File: src/rtl/ex_m_skid_reg.sv
// ex_m_skid_reg: elastic EX->M pipeline stage.
//
// The main register always drives the M-side outputs. A second (skid)
// register absorbs one extra entry so that in_ready can be a pure registered
// function of state, with no combinational path from out_ready to in_ready.
// Flush squashes every held entry and the incoming one. out_ctrl is masked to
// CTRL_RST whenever out_valid is low, so a bubble never carries side-effecting
// control bits.
//
// Optional feature macro: EX_M_SKID_PERF_EN adds the stall_cnt and flush_cnt
// saturating performance counters.
//
// Ports:
//   clk        in   1        clock, rising edge
//   rst        in   1        synchronous active-high reset
//   flush      in   1        squash held and incoming entries this cycle
//   in_valid   in   1        EX presents an instruction
//   in_ready   out  1        stage can accept (registered)
//   in_data    in   DATA_W   data payload from EX
//   in_ctrl    in   CTRL_W   control payload from EX
//   out_valid  out  1        M-side entry valid
//   out_ready  in   1        memory stage accepts this cycle
//   out_data   out  DATA_W   data payload to M
//   out_ctrl   out  CTRL_W   control payload to M, CTRL_RST when not valid
//   occupancy  out  2        entries held (0, 1 or 2)
//   stall_cnt  out  16       [EX_M_SKID_PERF_EN] cycles with valid & !ready
//   flush_cnt  out  16       [EX_M_SKID_PERF_EN] flushes that squashed work

module ex_m_skid_reg #(
    parameter int unsigned       DATA_W   = 8,
    parameter int unsigned       CTRL_W   = 8,
    parameter logic [DATA_W-1:0] DATA_RST = '0,
    parameter logic [CTRL_W-1:0] CTRL_RST = '0
) (
    input  logic              clk,
    input  logic              rst,
    input  logic              flush,
    input  logic              in_valid,
    output logic              in_ready,
    input  logic [DATA_W-1:0] in_data,
    input  logic [CTRL_W-1:0] in_ctrl,
    output logic              out_valid,
    input  logic              out_ready,
    output logic [DATA_W-1:0] out_data,
    output logic [CTRL_W-1:0] out_ctrl,
    output logic [1:0]        occupancy
`ifdef EX_M_SKID_PERF_EN
    ,
    output logic [15:0]       stall_cnt,
    output logic [15:0]       flush_cnt
`endif
);

    localparam int unsigned OCC_W = 2;
    localparam int unsigned CNT_W = 16;

    // Encoding equals the number of held entries.
    typedef enum logic [OCC_W-1:0] {
        ST_EMPTY = 2'd0,
        ST_ONE   = 2'd1,
        ST_TWO   = 2'd2
    } state_t;

    state_t state;
    state_t state_nxt;

    logic [DATA_W-1:0] main_data;
    logic [CTRL_W-1:0] main_ctrl;
    logic [DATA_W-1:0] skid_data;
    logic [CTRL_W-1:0] skid_ctrl;

    logic [DATA_W-1:0] main_data_nxt;
    logic [CTRL_W-1:0] main_ctrl_nxt;
    logic [DATA_W-1:0] skid_data_nxt;
    logic [CTRL_W-1:0] skid_ctrl_nxt;
    logic [CTRL_W-1:0] out_ctrl_nxt;
    logic              in_ready_nxt;
    logic              out_valid_nxt;
    logic [OCC_W-1:0]  occupancy_nxt;

    logic load_main_in;
    logic load_main_skid;
    logic load_skid_in;
    logic xfer_in;

    assign xfer_in  = in_valid & in_ready;
    assign out_data = main_data;

    // State register.
    always_ff @(posedge clk) begin
        if (rst) begin
            state <= ST_EMPTY;
        end else begin
            state <= state_nxt;
        end
    end

    // Next-state and register-load decisions; flush overrides everything.
    always_comb begin
        state_nxt      = state;
        load_main_in   = 1'b0;
        load_main_skid = 1'b0;
        load_skid_in   = 1'b0;
        case (state)
            ST_EMPTY: begin
                if (xfer_in) begin
                    state_nxt    = ST_ONE;
                    load_main_in = 1'b1;
                end
            end
            ST_ONE: begin
                if (xfer_in && out_ready) begin
                    load_main_in = 1'b1;
                end else if (xfer_in) begin
                    state_nxt    = ST_TWO;
                    load_skid_in = 1'b1;
                end else if (out_ready) begin
                    state_nxt = ST_EMPTY;
                end
            end
            ST_TWO: begin
                if (out_ready) begin
                    state_nxt      = ST_ONE;
                    load_main_skid = 1'b1;
                end
            end
            default: begin
                state_nxt = ST_EMPTY;
            end
        endcase
        if (flush) begin
            state_nxt      = ST_EMPTY;
            load_main_in   = 1'b0;
            load_main_skid = 1'b0;
            load_skid_in   = 1'b0;
        end
    end

    // Next values of the payload registers and the registered outputs.
    always_comb begin
        main_data_nxt = main_data;
        main_ctrl_nxt = main_ctrl;
        skid_data_nxt = skid_data;
        skid_ctrl_nxt = skid_ctrl;
        if (load_main_in) begin
            main_data_nxt = in_data;
            main_ctrl_nxt = in_ctrl;
        end
        if (load_main_skid) begin
            main_data_nxt = skid_data;
            main_ctrl_nxt = skid_ctrl;
        end
        if (load_skid_in) begin
            skid_data_nxt = in_data;
            skid_ctrl_nxt = in_ctrl;
        end
        // Squashed entries lose their control bits; data is left as-is.
        if (flush) begin
            main_ctrl_nxt = CTRL_RST;
            skid_ctrl_nxt = CTRL_RST;
        end
        in_ready_nxt  = (state_nxt != ST_TWO);
        out_valid_nxt = (state_nxt != ST_EMPTY);
        occupancy_nxt = OCC_W'(state_nxt);
        out_ctrl_nxt  = out_valid_nxt ? main_ctrl_nxt : CTRL_RST;
    end

    // Payload and output registers.
    always_ff @(posedge clk) begin
        if (rst) begin
            main_data <= DATA_RST;
            main_ctrl <= CTRL_RST;
            skid_data <= DATA_RST;
            skid_ctrl <= CTRL_RST;
            out_ctrl  <= CTRL_RST;
            in_ready  <= 1'b1;
            out_valid <= 1'b0;
            occupancy <= '0;
        end else begin
            main_data <= main_data_nxt;
            main_ctrl <= main_ctrl_nxt;
            skid_data <= skid_data_nxt;
            skid_ctrl <= skid_ctrl_nxt;
            out_ctrl  <= out_ctrl_nxt;
            in_ready  <= in_ready_nxt;
            out_valid <= out_valid_nxt;
            occupancy <= occupancy_nxt;
        end
    end

`ifdef EX_M_SKID_PERF_EN
    localparam logic [CNT_W-1:0] CNT_MAX = '1;

    logic stall_evt;
    logic flush_evt;

    assign stall_evt = out_valid & ~out_ready;
    assign flush_evt = flush & ((state != ST_EMPTY) | in_valid);

    // Saturating performance counters.
    always_ff @(posedge clk) begin
        if (rst) begin
            stall_cnt <= '0;
            flush_cnt <= '0;
        end else begin
            if (stall_evt && (stall_cnt != CNT_MAX)) begin
                stall_cnt <= stall_cnt + CNT_W'(1);
            end
            if (flush_evt && (flush_cnt != CNT_MAX)) begin
                flush_cnt <= flush_cnt + CNT_W'(1);
            end
        end
    end
`endif

endmodule

File: config.mk
export PLATFORM = sky130hd
export DESIGN_NAME = ex_m_skid_reg
export DESIGN_NICKNAME = d
export VERILOG_FILES = /design/src/rtl/ex_m_skid_reg.sv
export SDC_FILE = /design/constraint.sdc
export NUM_CORES = 1
export LEC_CHECK = 0
export ABC_AREA = 1
export ABC_CLOCK_PERIOD_IN_PS = 1600
export BUFFER_PORTS_ARGS = -buffer_cell sky130_fd_sc_hd__buf_2
export CORE_MARGIN = 2
export CORE_UTILIZATION = 50
export DETAILED_ROUTE_END_ITERATION = 6
export PLACE_DENSITY = 0.74
export SLEW_MARGIN = 20
export SYNTH_ARGS = -nofsm -noshare
export SYNTH_HDL_FRONTEND = slang
export SYNTH_SLANG_ARGS = --single-unit
File: constraint.sdc
create_clock -name clk -period 1.6 [get_ports clk]
set_input_delay 0.4 -clock clk [delete_from_list [all_inputs] [get_ports clk]]
set_output_delay 0.4 -clock clk [all_outputs]
set_load 0.02 [all_outputs]
==> impl_metrics.ini, run 1 <==
[synth]
syn-num-nets = 261
syn_area_sq_um = 1890
synth-warning-count = 0
synth_seq_cells = 44
synthDistinctLibCells = 21
avgSynthCellArea_sq_um = 7.89
synth_cells = 240
yosysSeqAreaShare_pct = 46.5

[sta]
fin_crit_sh_pct = 89.8
drv_slew = 0
clock.fmax_ghz = 0.696
fin_skew_ns = 0.00596
fin_tns_setup_ns = 0
worst_pin_slew_ns = 0.340
slew_headroom_pct = 77.2
fin_ws_ns = 0.162
rsz0062_at_grt = no
setup_viol = 0
timing.final.hold_violations = 0
finalCriticalPeriod_ns = 1.44

[pwr]
p_per_area_nw_per_um2 = 917
report.power.total_w = 0.00205
ir_worst_vdd_v = 0.000597
cellLeakagePower_nw = 1.03

[drt]
via_per_inst = 5.00
routedWlPerCell_um = 11.9
ant_nets = 0
drt_iter0_markers = 87
drc_errors = 0
vias = 1675
detail_route.first_pass.iterations = 4
drt_wl_total_um = 3980

[grt]
grt_pass1_vias = 1520
grt_pass1_wl_um = 6770
use_met3_pct = 4.11
track_usage_pct = 21.0
top_usage_layer = met2
overflow = 0
use_met1_pct = 26.2
grtUsageMet2_pct = 34.6
grt_start_max_net_pins = 18
antenna_found_initial = 0

[cells_and_area]
syn_to_final_growth_pct = 18.3
mostFrequentLayoutCells = nand2_1, dfxtp_1, buf_2, nor2_1, a21oi_1
nets = 307
drive_gt1_share_pct = 31.4
stdcell_area_sq_um = 2240
diodes = 0
final_common_cell = nand2_1

[cts]
cts_hold_buffers = 0
cts_resized = 0
cts_tree = yes
cts_buffers = 5
clockBufferDepth = 2
cts.sink_count = 44
cts_root_buf = clkbuf_8
cts_setup_buffers = 0
path_clk_slew_ns = 0.08
insertion_delay_ns = 0.30
htree_levels = 2

[setup_path]
cp_slowest_cell = dfxtp_1
cpPeakStageDelay_ns = 0.39
worstPathRequired_ns = 1.83
critPathKind = reg2reg
crit_chain = inv_1 > nand3_4 > inv_4 > nand2_4 > nand2_4 > inv_4 > nand2_1 > a21oi_1
crit_path_end_kind = flop
worstSetupStartpointType = flop
cp_max_fo = 17
crit_arrival_ns = 1.66

[placed_design]
place_worst_setup_slack_ns = 0.0534
routabilityCongestion = 0.776
place_area_sq_um = 2150
dp_hpwl_um = 2880
port_buffers = 40

[floorplanning]
die_w_um = 65.6
start_util_pct = 51.7
ios = 41
fp-row-count = 22
die_y_um = 65.6
fp.coreArea_sq_um = 3660
die-area_sq_um = 4300

[run]
cap_viol_max_count = 0

[outcome]
status = finished, final reports clean

[worst_hold_path]
hold_class = in2reg
## critical path: cells and delay by family (launching register included)
kind                   cells  cell delay, ns
AO/OA/AOI/OAI              1            0.15
buffers and inverters      3            0.30
flip-flops                 1            0.39
AND/OR/NAND/NOR            4            0.52
## cell type report
class                   instances  area, sq um
inverters                      17         68.8
flip-flops and latches         44          881
multi-input cells             170          877
fillers                       344         1420
repair buffers                 48          260
well taps                      48         60.1
clock inverters                 1         7.51
clock buffers                   7         86.3
## where the power goes
group	switching (W)	internal, W
clock	0.000357	0.000350
combinational	0.000142	0.0000792
sequential	0.00000917	0.00112
total	0.000509	0.00155
## state kept, by name, summed over array words and instances, names as in the netlist
name       cells
in_ready       1
main_ctrl      8
occupancy      2
out_ctrl       8
out_data       8
out_valid      1
skid_ctrl      8
skid_data      8
## Yosys cell counts (all sizes together)
cell     n  area (sq um)
a211oi   3          22.5
a21oi   19          95.1
buf      7          60.1
clkbuf   2          7.51
clkinv   2          7.51
dfxtp   44           881
inv     15          61.3
nand2   67           303
nand3   15           145
nand4    8          50.1
nor2    45           196
o21ai   13          65.1
## per-layer routing
metal	up-vias	part of all wire, %
met1	762	45
li1	860	-
met2	45	48
met3	8	4.8
met5	-	0
met4	0	2.3
## worst paths after layout
check	to	from	cells after the start	slack, ns
setup / recovery	out_data[0]	occupancy[0]	8	0.16
hold / removal	skid_data[4]	in_data[4]	3	0.37
setup reg to reg	out_data[0]	occupancy[0]	8	0.16
hold reg to reg	skid_ctrl[4]	skid_ctrl[4]	2	0.45
## metrics by stage
stage          util, %  cells  hold slack (ns)
2_1_floorplan        -    240            0.429
3_3_place_gp      58.6    327            0.440
3_5_place_dp      58.6    327            0.446
4_1_cts           61.2    335            0.366
5_1_grt           61.2    335            0.390
6_report          61.2    335            0.369
## kinds of logic (layout without fill, tap and decap cells)
logic type	after synthesis	count (layout)	synth area share, %
AND/OR/NAND/NOR	135	135	36.7
AO/OA/AOI/OAI	35	35	9.64
buffers and inverters	26	73	7.20
flip-flops	44	44	46.5
Power figures use the tool's default switching activity.
==> run 2: changes to the inputs <==
--- a/config.mk
+++ b/config.mk
@@ -9,9 +9,10 @@
 export ABC_CLOCK_PERIOD_IN_PS = 1600
 export BUFFER_PORTS_ARGS = -buffer_cell sky130_fd_sc_hd__buf_2
 export CORE_MARGIN = 2
-export CORE_UTILIZATION = 50
+export CORE_UTILIZATION = 45
 export DETAILED_ROUTE_END_ITERATION = 6
-export PLACE_DENSITY = 0.74
+export MAX_ROUTING_LAYER = met4
+export PLACE_DENSITY = 0.68
 export SLEW_MARGIN = 20
 export SYNTH_ARGS = -nofsm -noshare
 export SYNTH_HDL_FRONTEND = slang
==> constraint.sdc (replaced) <==
create_clock -name clk -period 1.6 [get_ports clk]
set_input_delay 0.4 -clock clk [delete_from_list [all_inputs] [get_ports clk]]
set_output_delay 0.4 -clock clk [all_outputs]
set_load 0.1 [all_outputs]
==> impl_metrics.ini, run 2 (synthesis results as in run 1) <==
[outcome]
status = finished, final reports clean

[placed_design]
routabilityCongestion = 0.782
dp.cells = 333
port_buffers = 40
dp_hpwl_um = 2920

[setup_path]
cp_top_family = buffers and inverters
cpPeakStageDelay_ns = 0.44
crit_path_end_kind = output port
crit_chain = buf_2
cp_max_fo = 5
worstSetupStartpointType = flop
cp_num_buf_inv = 1
worstPathRequired_ns = 1.20
cp_slowest_cell = buf_2
critPathKind = reg2out
crit_arrival_ns = 1.13

[pwr]
ir_worst_vdd_v = 0.000513
switching_power_w = 0.000618
combPwrFrac_pct = 13.2
cellLeakagePower_nw = 1.07
internal-power_w = 0.00171
p_per_area_nw_per_um2 = 1010
seq_power_share_pct = 48.3
clkPwrFrac_pct = 38.4
report.power.total_w = 0.00232
swShare_pct = 26.6

[cells_and_area]
post-route-util_pct = 57.3
final_common_cell = nand2_1
drive_gt1_share_pct = 33.7
multi_input_area_sq_um = 877
diodes = 0
fillers = 405
nets = 311
final_cells = 341
mostFrequentLayoutCells = nand2_1, dfxtp_1, buf_2, nor2_1, a21oi_1
syn_to_final_growth_pct = 21.9
seqCellArea_sq_um = 890

[grt]
use_met1_pct = 24.7
top_usage_layer = met2
overflow = 0
antenna_found_initial = 0
grt_start_max_net_pins = 15
grt_pass1_wl_um = 6700
use_met3_pct = 4.55
grt_pass1_vias = 1513
grtUsageMet2_pct = 31.5
track_usage_pct = 19.9

[sta]
fin_skew_ns = 0.00294
holdWs_ns = 0.372
rsz0062_at_grt = no
setup_viol = 0
clock.fmax_ghz = 0.653
slew_headroom_pct = 67.3
fin_crit_sh_pct = 95.8
finalCriticalPeriod_ns = 1.53
fin_tns_setup_ns = 0
drv_slew = 0
timing.final.hold_violations = 0
worst_pin_slew_ns = 0.494

[drt]
detail_route.first_pass.iterations = 4
drt_wl_total_um = 4080
drc_errors = 0
vias = 1675
routedWlPerCell_um = 12.0
ant_nets = 0
via_per_inst = 4.91
drt_iter0_markers = 114

[floorplanning]
die_w_um = 68.9
die-area_sq_um = 4740
die_y_um = 68.9
fp.coreArea_sq_um = 4030
fp-row-count = 23
start_util_pct = 47.0
ios = 41

[cts]
cts_tree = yes
cts_hold_buffers = 0
htree_levels = 2
cts_root_buf = clkbuf_8
cts_buffers = 5
cts_setup_buffers = 0
cts.sink_count = 44
clockBufferDepth = 2
insertion_delay_ns = 0.30
path_clk_slew_ns = 0.08
cts_resized = 0

[worst_hold_path]
hold_class = in2reg

[run]
cap_viol_max_count = 0
## run 2: power groups by stage
stage | clock, W | combinational, W | sequential, W
after floorplan | 0 | 0.000129 | 0.00125
after global placement | 0 | 0.000306 | 0.00115
after detailed placement | 0 | 0.000308 | 0.00115
after CTS | 0.000912 | 0.000308 | 0.00112
after global routing | 0.000946 | 0.000334 | 0.00113
final | 0.000893 | 0.000308 | 0.00112
## run 2: final timing paths
| check | startpoint | depth (start not counted) | slack [ns] | to |
|---|---|---|---|---|
| worst max-delay path | occupancy[1] | 1 | 0.07 | occupancy[1] |
| worst min-delay path | in_data[0] | 3 | 0.37 | skid_data[0] |
| worst max register to register | in_ready | 7 | 0.18 | out_data[5] |
| worst min register to register | out_data[2] | 2 | 0.46 | out_data[2] |
## run 2: routing by layer
| metal | part of all wire [%] | wire length, um |
|---|---|---|
| met1 | 46 | 1880 |
| met2 | 47 | 1930 |
| met3 | 5.1 | 208 |
| met4 | 1.3 | 52 |
| met5 | 0 | 0 |
## run 2: metrics by stage
stage | worst slack, ns | instance area [sq um]
6_report | 0.0676 | 2310
5_1_grt | 0.0237 | 2310
4_1_cts | 0.0579 | 2310
3_5_place_dp | 0.0213 | 2190
3_3_place_gp | 0.0705 | 2190
2_1_floorplan | 0.0495 | 1900
## run 2: worst register-to-register path, stage by stage, from the launching register on
cell and delay [ns]:
dfxtp_4 0.34, nand2_1 0.07, nor2_2 0.29, nand3_4 0.22, nand2_4 0.18, inv_4 0.07, nand2_1 0.06, a21oi_1 0.07
## run 2: area by class of cell
cell class | instances | share of cell area, %
flip-flops and latches | 44 | 38.5
inverters | 17 | 2.98
clock buffers | 6 | 3.58
multi-input cells | 170 | 38.0
clock inverters | 2 | 1.68
well taps | 50 | 2.71
repair buffers | 52 | 12.6
